===== src/rtl/mmc1_pkg.sv =====
// Shared constants and types for the synchronous MMC1 mapper: register
// select codes, reset values, banking mode enums and the M2 capture record.
package mmc1_pkg;

    localparam logic [1:0] REG_CTRL = 2'b00;
    localparam logic [1:0] REG_CHR0 = 2'b01;
    localparam logic [1:0] REG_CHR1 = 2'b10;
    localparam logic [1:0] REG_PRG  = 2'b11;

    localparam logic [4:0] SHIFT_INIT = 5'b10000;
    localparam logic [4:0] CTRL_INIT  = 5'b01100;

    typedef enum logic [1:0] {
        MIR_ONE_LO = 2'b00,
        MIR_ONE_HI = 2'b01,
        MIR_VERT   = 2'b10,
        MIR_HORIZ  = 2'b11
    } mirror_e;

    typedef enum logic [1:0] {
        PRG_32K_A     = 2'b00,
        PRG_32K_B     = 2'b01,
        PRG_FIX_FIRST = 2'b10,
        PRG_FIX_LAST  = 2'b11
    } prg_mode_e;

    typedef struct packed {
        logic romsel;
        logic rw;
        logic a14;
        logic a13;
        logic d7;
        logic d0;
    } capture_t;

    localparam capture_t CAPTURE_INIT = '0;

endpackage


===== src/rtl/mmc1_sync_mapper_if.sv =====
// Cartridge-edge signal bundle: CPU/PPU pins into the mapper and the
// banking outputs back to the ROM/RAM chips.
interface mmc1_sync_mapper_if #(
    parameter int PRG_BANK_BITS  = 4,
    parameter int CHR_BANK_BITS  = 5,
    parameter int WRAM_BANK_BITS = 0
);
    localparam int WRAM_A_W = (WRAM_BANK_BITS > 0) ? WRAM_BANK_BITS : 1;

    logic                     CPU_M2;
    logic                     nCPU_ROMSEL;
    logic                     nCPU_RW;
    logic                     CPU_A14;
    logic                     CPU_A13;
    logic                     CPU_D7;
    logic                     CPU_D0;
    logic                     PPU_A12;
    logic                     PPU_A11;
    logic                     PPU_A10;
    logic                     CIRAM_A10;
    logic [PRG_BANK_BITS-1:0] PRG_A;
    logic                     nPRG_CE;
    logic                     WRAM_CE;
    logic [WRAM_A_W-1:0]      WRAM_A;
    logic [CHR_BANK_BITS-1:0] CHR_A;

    modport master (
        output CPU_M2, nCPU_ROMSEL, nCPU_RW, CPU_A14, CPU_A13, CPU_D7, CPU_D0,
        output PPU_A12, PPU_A11, PPU_A10,
        input  CIRAM_A10, PRG_A, nPRG_CE, WRAM_CE, WRAM_A, CHR_A
    );

    modport slave (
        input  CPU_M2, nCPU_ROMSEL, nCPU_RW, CPU_A14, CPU_A13, CPU_D7, CPU_D0,
        input  PPU_A12, PPU_A11, PPU_A10,
        output CIRAM_A10, PRG_A, nPRG_CE, WRAM_CE, WRAM_A, CHR_A
    );

endinterface


===== src/rtl/mmc1_m2_sync.sv =====
// Brings CPU_M2 into the board clock domain, flags its falling edge and
// holds the bus pins as last seen while M2 was high.
module mmc1_m2_sync
    import mmc1_pkg::*;
(
    input  logic     clk,
    input  logic     rst,
    input  logic     i_m2,
    input  logic     i_romsel,
    input  logic     i_rw,
    input  logic     i_a14,
    input  logic     i_a13,
    input  logic     i_d7,
    input  logic     i_d0,
    output logic     o_fall,
    output capture_t o_cap
);

    logic     r_m2_meta;
    logic     r_m2_s;
    logic     r_m2_d;
    logic     r_armed;
    capture_t r_cap;

    // The M2 pipeline resets high and stays disarmed until M2 has been seen
    // low, so a CPU cycle that straddles reset release never commits.
    always_ff @(posedge clk or posedge rst) begin
        if (rst) begin
            r_m2_meta <= 1'b1;
            r_m2_s    <= 1'b1;
            r_m2_d    <= 1'b1;
            r_armed   <= 1'b0;
            r_cap     <= CAPTURE_INIT;
        end else begin
            r_m2_meta <= i_m2;
            r_m2_s    <= r_m2_meta;
            r_m2_d    <= r_m2_s;
            if (!r_m2_s && !r_m2_d) begin
                r_armed <= 1'b1;
            end
            if (r_m2_s) begin
                r_cap <= {i_romsel, i_rw, i_a14, i_a13, i_d7, i_d0};
            end
        end
    end

    assign o_fall = r_m2_d & ~r_m2_s & r_armed;
    assign o_cap  = r_cap;

endmodule


===== src/rtl/mmc1_sync_mapper.sv =====
// MMC1-compatible mapper clocked from the board clock: serial register
// loader with RMW write filter, plus combinational PRG/CHR/WRAM banking.
module mmc1_sync_mapper
    import mmc1_pkg::*;
#(
    parameter int PRG_BANK_BITS  = 4,
    parameter int CHR_BANK_BITS  = 5,
    parameter int WRAM_BANK_BITS = 0,
    parameter int WRAM_DIS_EN    = 1
) (
    input  logic               CLK,
    input  logic               RST,
    mmc1_sync_mapper_if.slave  bus
);

    capture_t  w_cap;
    logic      w_fall;
    logic      w_wr;
    logic      w_accept;
    logic [4:0] w_shifted;

    logic [4:0] r_shift;
    logic [4:0] r_ctrl;
    logic [4:0] r_chr0;
    logic [4:0] r_chr1;
    logic [4:0] r_prg;
    logic       r_prev_wr;

    mmc1_m2_sync u_m2_sync (
        .clk      (CLK),
        .rst      (RST),
        .i_m2     (bus.CPU_M2),
        .i_romsel (bus.nCPU_ROMSEL),
        .i_rw     (bus.nCPU_RW),
        .i_a14    (bus.CPU_A14),
        .i_a13    (bus.CPU_A13),
        .i_d7     (bus.CPU_D7),
        .i_d0     (bus.CPU_D0),
        .o_fall   (w_fall),
        .o_cap    (w_cap)
    );

    assign w_wr      = ~w_cap.romsel & ~w_cap.rw;
    // Only the first of back-to-back writes counts (RMW double write).
    assign w_accept  = w_fall & w_wr & ~r_prev_wr;
    assign w_shifted = {w_cap.d0, r_shift[4:1]};

    always_ff @(posedge CLK or posedge RST) begin
        if (RST) begin
            r_shift   <= SHIFT_INIT;
            r_ctrl    <= CTRL_INIT;
            r_chr0    <= '0;
            r_chr1    <= '0;
            r_prg     <= '0;
            r_prev_wr <= 1'b0;
        end else begin
            if (w_fall) begin
                r_prev_wr <= w_wr;
            end
            if (w_accept) begin
                if (w_cap.d7) begin
                    r_shift <= SHIFT_INIT;
                    r_ctrl  <= r_ctrl | CTRL_INIT;
                end else if (!r_shift[0]) begin
                    r_shift <= w_shifted;
                end else begin
                    // Marker bit reached bit 0: this is the fifth write.
                    r_shift <= SHIFT_INIT;
                    case ({w_cap.a14, w_cap.a13})
                        REG_CTRL: r_ctrl <= w_shifted;
                        REG_CHR0: r_chr0 <= w_shifted;
                        REG_CHR1: r_chr1 <= w_shifted;
                        REG_PRG:  r_prg  <= w_shifted;
                        default:  ;
                    endcase
                end
            end
        end
    end

    mirror_e    w_mir;
    prg_mode_e  w_pmode;
    logic [3:0] w_b;
    logic [3:0] w_bank16;
    logic [4:0] w_chr_full;

    assign w_mir   = mirror_e'(r_ctrl[1:0]);
    assign w_pmode = prg_mode_e'(r_ctrl[3:2]);
    assign w_b     = r_prg[3:0];

    always_comb begin
        bus.CIRAM_A10 = 1'b0;
        unique case (w_mir)
            MIR_ONE_LO: bus.CIRAM_A10 = 1'b0;
            MIR_ONE_HI: bus.CIRAM_A10 = 1'b1;
            MIR_VERT:   bus.CIRAM_A10 = bus.PPU_A10;
            MIR_HORIZ:  bus.CIRAM_A10 = bus.PPU_A11;
            default:    bus.CIRAM_A10 = 1'b0;
        endcase
    end

    always_comb begin
        w_bank16 = w_b;
        unique case (w_pmode)
            PRG_32K_A, PRG_32K_B: w_bank16 = {w_b[3:1], bus.CPU_A14};
            PRG_FIX_FIRST:        w_bank16 = bus.CPU_A14 ? w_b : 4'h0;
            PRG_FIX_LAST:         w_bank16 = bus.CPU_A14 ? 4'hF : w_b;
            default:              w_bank16 = w_b;
        endcase
    end

    always_comb begin
        if (r_ctrl[4]) begin
            w_chr_full = bus.PPU_A12 ? r_chr1 : r_chr0;
        end else begin
            w_chr_full = {r_chr0[4:1], bus.PPU_A12};
        end
    end

    // On 512 KB boards the outer 256 KB half comes from chr0 bit 4, even for
    // the fixed banks.
    generate
        if (PRG_BANK_BITS == 5) begin : g_prg_512k
            assign bus.PRG_A = {r_chr0[4], w_bank16};
        end else begin : g_prg_256k
            assign bus.PRG_A = w_bank16[PRG_BANK_BITS-1:0];
        end
    endgenerate

    generate
        if (WRAM_BANK_BITS == 0) begin : g_wram_flat
            assign bus.WRAM_A = '0;
        end else begin : g_wram_banked
            assign bus.WRAM_A = r_chr0[2 +: WRAM_BANK_BITS];
        end
    endgenerate

    assign bus.CHR_A   = w_chr_full[CHR_BANK_BITS-1:0];
    assign bus.nPRG_CE = bus.nCPU_ROMSEL | ~bus.nCPU_RW;
    assign bus.WRAM_CE = bus.CPU_M2 & bus.nCPU_ROMSEL & bus.CPU_A14 & bus.CPU_A13
                       & ~((WRAM_DIS_EN != 0) & r_prg[4]);

endmodule


===== src/flat_wrapper.sv =====
// flat-port wrapper written by rule: the top's interface ports become plain ports
module mmc1_sync_mapper_flat import mmc1_pkg::*;
#(
    parameter int PRG_BANK_BITS  = 4,
    parameter int CHR_BANK_BITS  = 5,
    parameter int WRAM_BANK_BITS = 0,
    parameter int WRAM_DIS_EN    = 1
)
  (CLK, RST, bus_CPU_M2, bus_nCPU_ROMSEL, bus_nCPU_RW, bus_CPU_A14, bus_CPU_A13, bus_CPU_D7, bus_CPU_D0, bus_PPU_A12, bus_PPU_A11, bus_PPU_A10, bus_CIRAM_A10, bus_PRG_A, bus_nPRG_CE, bus_WRAM_CE, bus_WRAM_A, bus_CHR_A);
  mmc1_sync_mapper_if #(.PRG_BANK_BITS(PRG_BANK_BITS), .CHR_BANK_BITS(CHR_BANK_BITS), .WRAM_BANK_BITS(WRAM_BANK_BITS)) bus_i ();
  input  logic CLK;
  input  logic RST;
  input wire logic [$bits(bus_i.CPU_M2)-1:0] bus_CPU_M2;
  input wire logic [$bits(bus_i.nCPU_ROMSEL)-1:0] bus_nCPU_ROMSEL;
  input wire logic [$bits(bus_i.nCPU_RW)-1:0] bus_nCPU_RW;
  input wire logic [$bits(bus_i.CPU_A14)-1:0] bus_CPU_A14;
  input wire logic [$bits(bus_i.CPU_A13)-1:0] bus_CPU_A13;
  input wire logic [$bits(bus_i.CPU_D7)-1:0] bus_CPU_D7;
  input wire logic [$bits(bus_i.CPU_D0)-1:0] bus_CPU_D0;
  input wire logic [$bits(bus_i.PPU_A12)-1:0] bus_PPU_A12;
  input wire logic [$bits(bus_i.PPU_A11)-1:0] bus_PPU_A11;
  input wire logic [$bits(bus_i.PPU_A10)-1:0] bus_PPU_A10;
  output wire logic [$bits(bus_i.CIRAM_A10)-1:0] bus_CIRAM_A10;
  output wire logic [$bits(bus_i.PRG_A)-1:0] bus_PRG_A;
  output wire logic [$bits(bus_i.nPRG_CE)-1:0] bus_nPRG_CE;
  output wire logic [$bits(bus_i.WRAM_CE)-1:0] bus_WRAM_CE;
  output wire logic [$bits(bus_i.WRAM_A)-1:0] bus_WRAM_A;
  output wire logic [$bits(bus_i.CHR_A)-1:0] bus_CHR_A;
  assign bus_i.CPU_M2 = bus_CPU_M2;
  assign bus_i.nCPU_ROMSEL = bus_nCPU_ROMSEL;
  assign bus_i.nCPU_RW = bus_nCPU_RW;
  assign bus_i.CPU_A14 = bus_CPU_A14;
  assign bus_i.CPU_A13 = bus_CPU_A13;
  assign bus_i.CPU_D7 = bus_CPU_D7;
  assign bus_i.CPU_D0 = bus_CPU_D0;
  assign bus_i.PPU_A12 = bus_PPU_A12;
  assign bus_i.PPU_A11 = bus_PPU_A11;
  assign bus_i.PPU_A10 = bus_PPU_A10;
  assign bus_CIRAM_A10 = bus_i.CIRAM_A10;
  assign bus_PRG_A = bus_i.PRG_A;
  assign bus_nPRG_CE = bus_i.nPRG_CE;
  assign bus_WRAM_CE = bus_i.WRAM_CE;
  assign bus_WRAM_A = bus_i.WRAM_A;
  assign bus_CHR_A = bus_i.CHR_A;
  mmc1_sync_mapper #(.PRG_BANK_BITS(PRG_BANK_BITS), .CHR_BANK_BITS(CHR_BANK_BITS), .WRAM_BANK_BITS(WRAM_BANK_BITS), .WRAM_DIS_EN(WRAM_DIS_EN)) u_core (.CLK(CLK), .RST(RST), .bus(bus_i));
endmodule

===== config.mk =====
export PLATFORM = sky130hd
export DESIGN_NAME = mmc1_sync_mapper_flat
export DESIGN_NICKNAME = d
export VERILOG_FILES = /design/src/rtl/mmc1_pkg.sv /design/src/rtl/mmc1_sync_mapper_if.sv /design/src/rtl/mmc1_m2_sync.sv /design/src/rtl/mmc1_sync_mapper.sv /design/src/flat_wrapper.sv
export SDC_FILE = /design/constraint.sdc
export NUM_CORES = 1
export LEC_CHECK = 0
export ABC_AREA = 1
export BUFFER_PORTS_ARGS = -buffer_cell sky130_fd_sc_hd__buf_2
export CAP_MARGIN = 20
export CORE_ASPECT_RATIO = 1.5
export CORE_MARGIN = 3
export CORE_UTILIZATION = 59
export DETAILED_ROUTE_END_ITERATION = 6
export GPL_TIMING_DRIVEN = 1
export HOLD_SLACK_MARGIN = 0.02
export PLACE_DENSITY = 0.92
export SLEW_MARGIN = 20
export SYNTH_ARGS = -nofsm -noshare
export SYNTH_HDL_FRONTEND = slang
export SYNTH_SLANG_ARGS = --single-unit

===== constraint.sdc =====
create_clock -name CLK -period 2.3 [get_ports CLK]
set_input_delay 0.46 -clock CLK [delete_from_list [all_inputs] [get_ports CLK]]
set_output_delay 0.46 -clock CLK [all_outputs]
set_load 0.01 [all_outputs]

==> results of run 1 <==
[power groups by stage]
stage / sequential [W] / clock, W / combinational, W
after floorplan: 0.000736 / 0 / 0.000110
after global placement: 0.000753 / 0 / 0.000139
after detailed placement: 0.000755 / 0 / 0.000145
after CTS: 0.000743 / 0.000347 / 0.000146
after global routing: 0.000752 / 0.000381 / 0.000168
final: 0.000744 / 0.000340 / 0.000143
[cell families after synthesis]
group                  after synthesis
buffers and inverters               22
other                                1
multiplexers                         4
AND/OR/NAND/NOR                    112
AO/OA/AOI/OAI                       21
flip-flops                          36
[final timing paths]
path | startpoint | cells after the start | endpoint
setup / recovery | u_core.r_ctrl[3] | 6 | bus_PRG_A[0]
hold / removal | RST | 3 | u_core.r_prg[1]
setup reg to reg | u_core.u_m2_sync.r_m2_d | 6 | u_core.r_ctrl[0]
hold reg to reg | u_core.u_m2_sync.r_m2_meta | 0 | u_core.u_m2_sync.r_m2_s
max in group asynchronous | RST | 3 | u_core.u_m2_sync.r_m2_meta
min in group CLK | bus_CPU_M2 | 1 | u_core.u_m2_sync.r_m2_meta
[critical path: stages, from the launching register on]
cell and delay, ps:
dfstp_2 540, inv_1 50, nor2_1 120, nand2_1 110, nand3_1 80, o21ai_0 70, buf_2 140
[cells in the final DEF (no fill, tap or decap), drive strengths merged]
master	n
a21oi	2
a31oi	1
buf	24
clkbuf	8
conb	1
dfrtp	30
dfstp	6
inv	17
mux2	4
nand2	73
nand3	21
nand4	5
nor2	12
nor3	1
o21ai	15
o21bai	3
[state kept, by name, indices dropped and copies added (netlist names), 5 cells and up]
name and count:
u_core.r_shift 5, u_core.r_ctrl 5, u_core.r_chr0 5, u_core.u_m2_sync.o_cap 6, u_core.r_prg 5, u_core.r_chr1 5
[through the flow]
step	total power [W]	area [sq um]	util, %	std cells	hold slack [ps]
after global placement	0.000893	1780	69.6	251	348
after floorplan	0.000847	1650	-	196	345
after CTS	0.00123	1840	71.9	259	207
final	0.00123	1840	71.9	259	202
after detailed placement	0.000899	1780	69.6	251	348
after global routing	0.00130	1840	71.9	259	212
[synth_stat cells (all sizes together)]
| cell type | n | area [sq um] |
|---|---|---|
| nand2 | 73 | 274 |
| dfrtp | 30 | 751 |
| nand3 | 21 | 110 |
| inv | 17 | 63.8 |
| o21ai | 15 | 75.1 |
| nor2 | 12 | 60.1 |
| dfstp | 6 | 158 |
| nand4 | 5 | 31.3 |
| buf | 4 | 31.3 |
| mux2 | 4 | 45.0 |
| o21bai | 3 | 22.5 |
| a21oi | 2 | 10.0 |
| a31oi | 1 | 6.26 |
| clkbuf | 1 | 3.75 |
| conb | 1 | 3.75 |
| nor3 | 1 | 5.00 |
[final cells by class]
type                            instances  area [sq um]
Clock buffer                            8          58.8
Fill cell                             215           718
Inverter                               17          63.8
Multi-Input combinational cell        138           643
Sequential cell                        36           908
Tap cell                               36          45.0
Timing Repair Buffer                   24           123
[per-layer routing]
layer	up-vias	share of wire, %	GRT usage, %
met5	-	0	0
met4	0	2.8	10.1
met3	8	5.4	5.89
met2	43	52	34.2
met1	654	40	24.1
li1	680	-	-
==> reports/results.tsv, run 1 <==
metric	value	unit
syn2layout_area_growth	11.6	%
crit_required	1840	ps
num_vias	1385	
drtPass1Iterations	4	
skew	3.34	ps
crit_path_end_kind	primary output	
ant_nets	0	
drc_errors	0	
maxCapViolCount	0	
p_seq_share	60.6	%
status	complete, no violations	
fin_ws	406	ps
timing.setup.tns	0	ps
finalHoldViolCount	0	
wirelength	3060	um
fin_crit	1890	ps
holdBufCountCts	0	
antenna_found_initial	0	
cts_buffers	5	
grt_max_degree	37	
rsz0062_at_grt	no	
synth-compound-area-share	6.90	%
rows	22	
yosysUniqueCellTypes	22	
synth_top_family_by_area	simple AND/OR/NAND/NOR gates	
p_leak	0.991	nW
yosysSeqAreaShare	55.0	%
post_cts_resized	0	
slew_violations	0	
die-height	70.8	um
fp.dieW	49.2	um
gr-usage-all-layers	20.6	%
insertion_delay	330	ps
power.density	666	mW/mm^2
synth-simple-area-share	29.1	%
io_pins	25	
synth_nets	208	
postSynthAreaPerCell	8.42	sq um
ys_warn_count	0	
crit_type	reg2out	
clock_path_buffers	2	
comb_power_share	11.7	%
drive_gt1_share	21.1	%
hp-class	in2async	
post_drt_wl_per_cell	11.8	um
fin_crit_sh	82.3	%
diodes	0	
globalplace.congestion	0.864	
path_clk_slew	100	ps
intPower	0.000891	W
netlist_area	0.00165	sq mm
muxShareOfSynthArea	2.73	%
grt_pass1_vias	1325	
gr-total-overflow	0	
clockPowerShare	27.7	%
ir_drop	0.497	mV
grt_first_pass_wirelength	5580	um
fmax	0.528	GHz
syn_inst	196	
p_switching	0.000336	W
place_ws	608	ps
nNetsFinal	234	
swShare	27.4	%
r2r_setup_slack	710	ps
dp_hpwl	2260	um
root_buffer	clkbuf_4	
setup-violations-final	0	
ctsHtreeMaxLevel	2	
synth_xor_xnor_area_share	0	%
drt-initial-drc-count	69	
port_buffers	23	
crit_arrival	1430	ps
core	0.00256	sq mm
worstPathMaxFanout	4	
cts_tree	built	
synthAdderAreaFrac	0	%
die_area	0.00348	sq mm
ys_ff_latch	36	
cp-start-kind	flip-flop	
viasPerCell	5.35	
post_cts_buffers	0	
cts.sinks	36	
start_util	64.5	%
Note: power is estimated with default switching activity, not from simulation.
==> run 2: changes to the inputs <==
- CORE_UTILIZATION: 59 -> 50
- PLACE_DENSITY: 0.92 -> 0.84
- clock period: 2.3 -> 1.7 ns (I/O delays scaled with it)
==> run 2 against run 1 <==
Final area grew 7.1%. Critical path depth stayed put. Utilization is 6.9 points lower. Via count is 0.65% lower. Setup slack worse by 380 ps. Sequential share of layout area shrank 3.3 points. Sequential cell count unchanged. Clock power grew 79%. Sequential power up 37%. Wire length up 5.7%. Hold slack got worse by 68 ps. Largest cell class unchanged. Largest power group unchanged.
==> reports/results.tsv, run 2 (synthesis results as in run 1) <==
metric	value	unit
fin_crit	1680	ps
placed_area	0.00181	sq mm
place_ws	167	ps
crit_required	1360	ps
final_common_cell	nand2_1	
num_vias	1376	
start_util	54.4	%
io_pins	25	
globalplace.congestion	0.765	
insertion_delay	290	ps
fin_ws	23.1	ps
drc_errors	0	
setup-violations-final	0	
finalHoldViolCount	0	
cts.sinks	36	
path_clk_slew	70	ps
reg2regPathDepth	7	
die-height	76.4	um
design_area	0.00197	sq mm
status	complete, no violations	
utilization	65.1	%
root_buffer	clkbuf_8	
r2r_setup_slack	230	ps
nNetsFinal	240	
cp-start-kind	flip-flop	
ctsHtreeMaxLevel	2	
cts_tree	built	
crit_arrival	1340	ps
die_area	0.00404	sq mm
place_inst	257	
fin_crit_sh	98.6	%
final_cells	268	
largest_reg_flops	6	
drt-initial-drc-count	65	
crit_type	reg2out	
diodes	0	
grt_pass1_vias	1356	
clock_path_buffers	2	
rsz0062_at_grt	yes	
maxCapViolCount	0	
hp-class	in2async	
crit_path_end_kind	primary output	
dp_hpwl	2290	um
rr_endpoint	u_core.r_chr0[4]	
post_drt_wl_per_cell	12.1	um
power.density	952	mW/mm^2
slew_violations	0	
cts_buffers	5	
worstReg2RegStart	u_core.u_m2_sync.r_m2_d	
viasPerCell	5.13	
fp.dieW	52.9	um
drive_gt1_share	27.1	%
gr-usage-all-layers	19.3	%
grt_first_pass_wirelength	5890	um
drtPass1Iterations	4	
crit_chain	inv_4 -> nor2_4 -> nand2_2 -> nand3_2 -> o21ai_1 -> buf_2	
gr-total-overflow	0	
ant_nets	0	
core	0.00303	sq mm
antenna_found_initial	0	
rows	24	
final_cell_mix	nand2_1, dfrtp_1, buf_2	
wirelength	3230	um
fmax	0.596	GHz
skew	4.31	ps
port_buffers	23	
ir_drop	0.677	mV
slowest_delay	560	ps
slowest_stage	dfstp_2	
syn2layout_area_growth	19.6	%
grt_max_degree	37	
worstPathMaxFanout	4	
holdBufCountCts	0	
p_leak	1.05	nW
-- run 2: how the worst max path moves through the flow --
stage,from,end,slack [ps],cells past startpoint
floorplan,u_core.r_ctrl[3],bus_PRG_A[0],420,5
global placement,u_core.u_m2_sync.r_m2_d,u_core.r_chr0[4],190,6
detailed placement,u_core.u_m2_sync.r_m2_d,u_core.r_chr0[3],170,6
CTS,u_core.r_ctrl[3],bus_PRG_A[0],-10,6
global route,u_core.r_ctrl[3],bus_PRG_A[2],-60,6
finish,u_core.r_ctrl[3],bus_PRG_A[0],20,6
-- run 2: report_power, final --
group	switching [W]	total (W)	internal [W]
Clock	0.000278	0.000607	0.000330
Sequential	0.0000800	0.00102	0.000938
Combinational	0.000159	0.000253	0.0000944
Total	0.000516	0.00188	0.00136
-- run 2: through the flow --
step	power, W	hold WS, ps	setup TNS [ps]
6_report	0.00188	134	0
5_1_grt	0.00198	155	-197
4_1_cts	0.00185	148	-10.9
3_5_place_dp	0.00123	351	0
3_3_place_gp	0.00122	347	0
2_1_floorplan	0.00115	344	0
-- run 2: critical path: cells and delay by family (launching register included) --
kind / cells / cell delay, ps
and+or+nand+nor: 3 / 240
DFF: 1 / 560
AOI/OAI and AO/OA: 1 / 50
buffers and inverters: 2 / 190
-- run 2: final cells by class --
cell class / instances / area, sq um
fillers: 263 / 1060
flip-flops and latches: 36 / 908
multi-input cells: 138 / 676
repair buffers: 30 / 184
clock buffers: 8 / 90.1
inverters: 17 / 66.3
well taps: 39 / 48.8
-- run 2: layer usage --
layer | global-route usage [%] | up-vias | routed length (um)
met5 | 0 | - | 0
met2 | 32.2 | 36 | 1690
met3 | 5.68 | 12 | 146
met1 | 22.3 | 638 | 1310
li1 | - | 690 | -
met4 | 8.18 | 0 | 91
-- run 2: what timing repair did --
action                                  4_1_cts  5_1_grt
gates resized for setup                       5       10
endpoints found under the hold margin         0        0
endpoints found under the setup margin        8       10
pin swaps                                     3        7
setup buffers                                 0        3
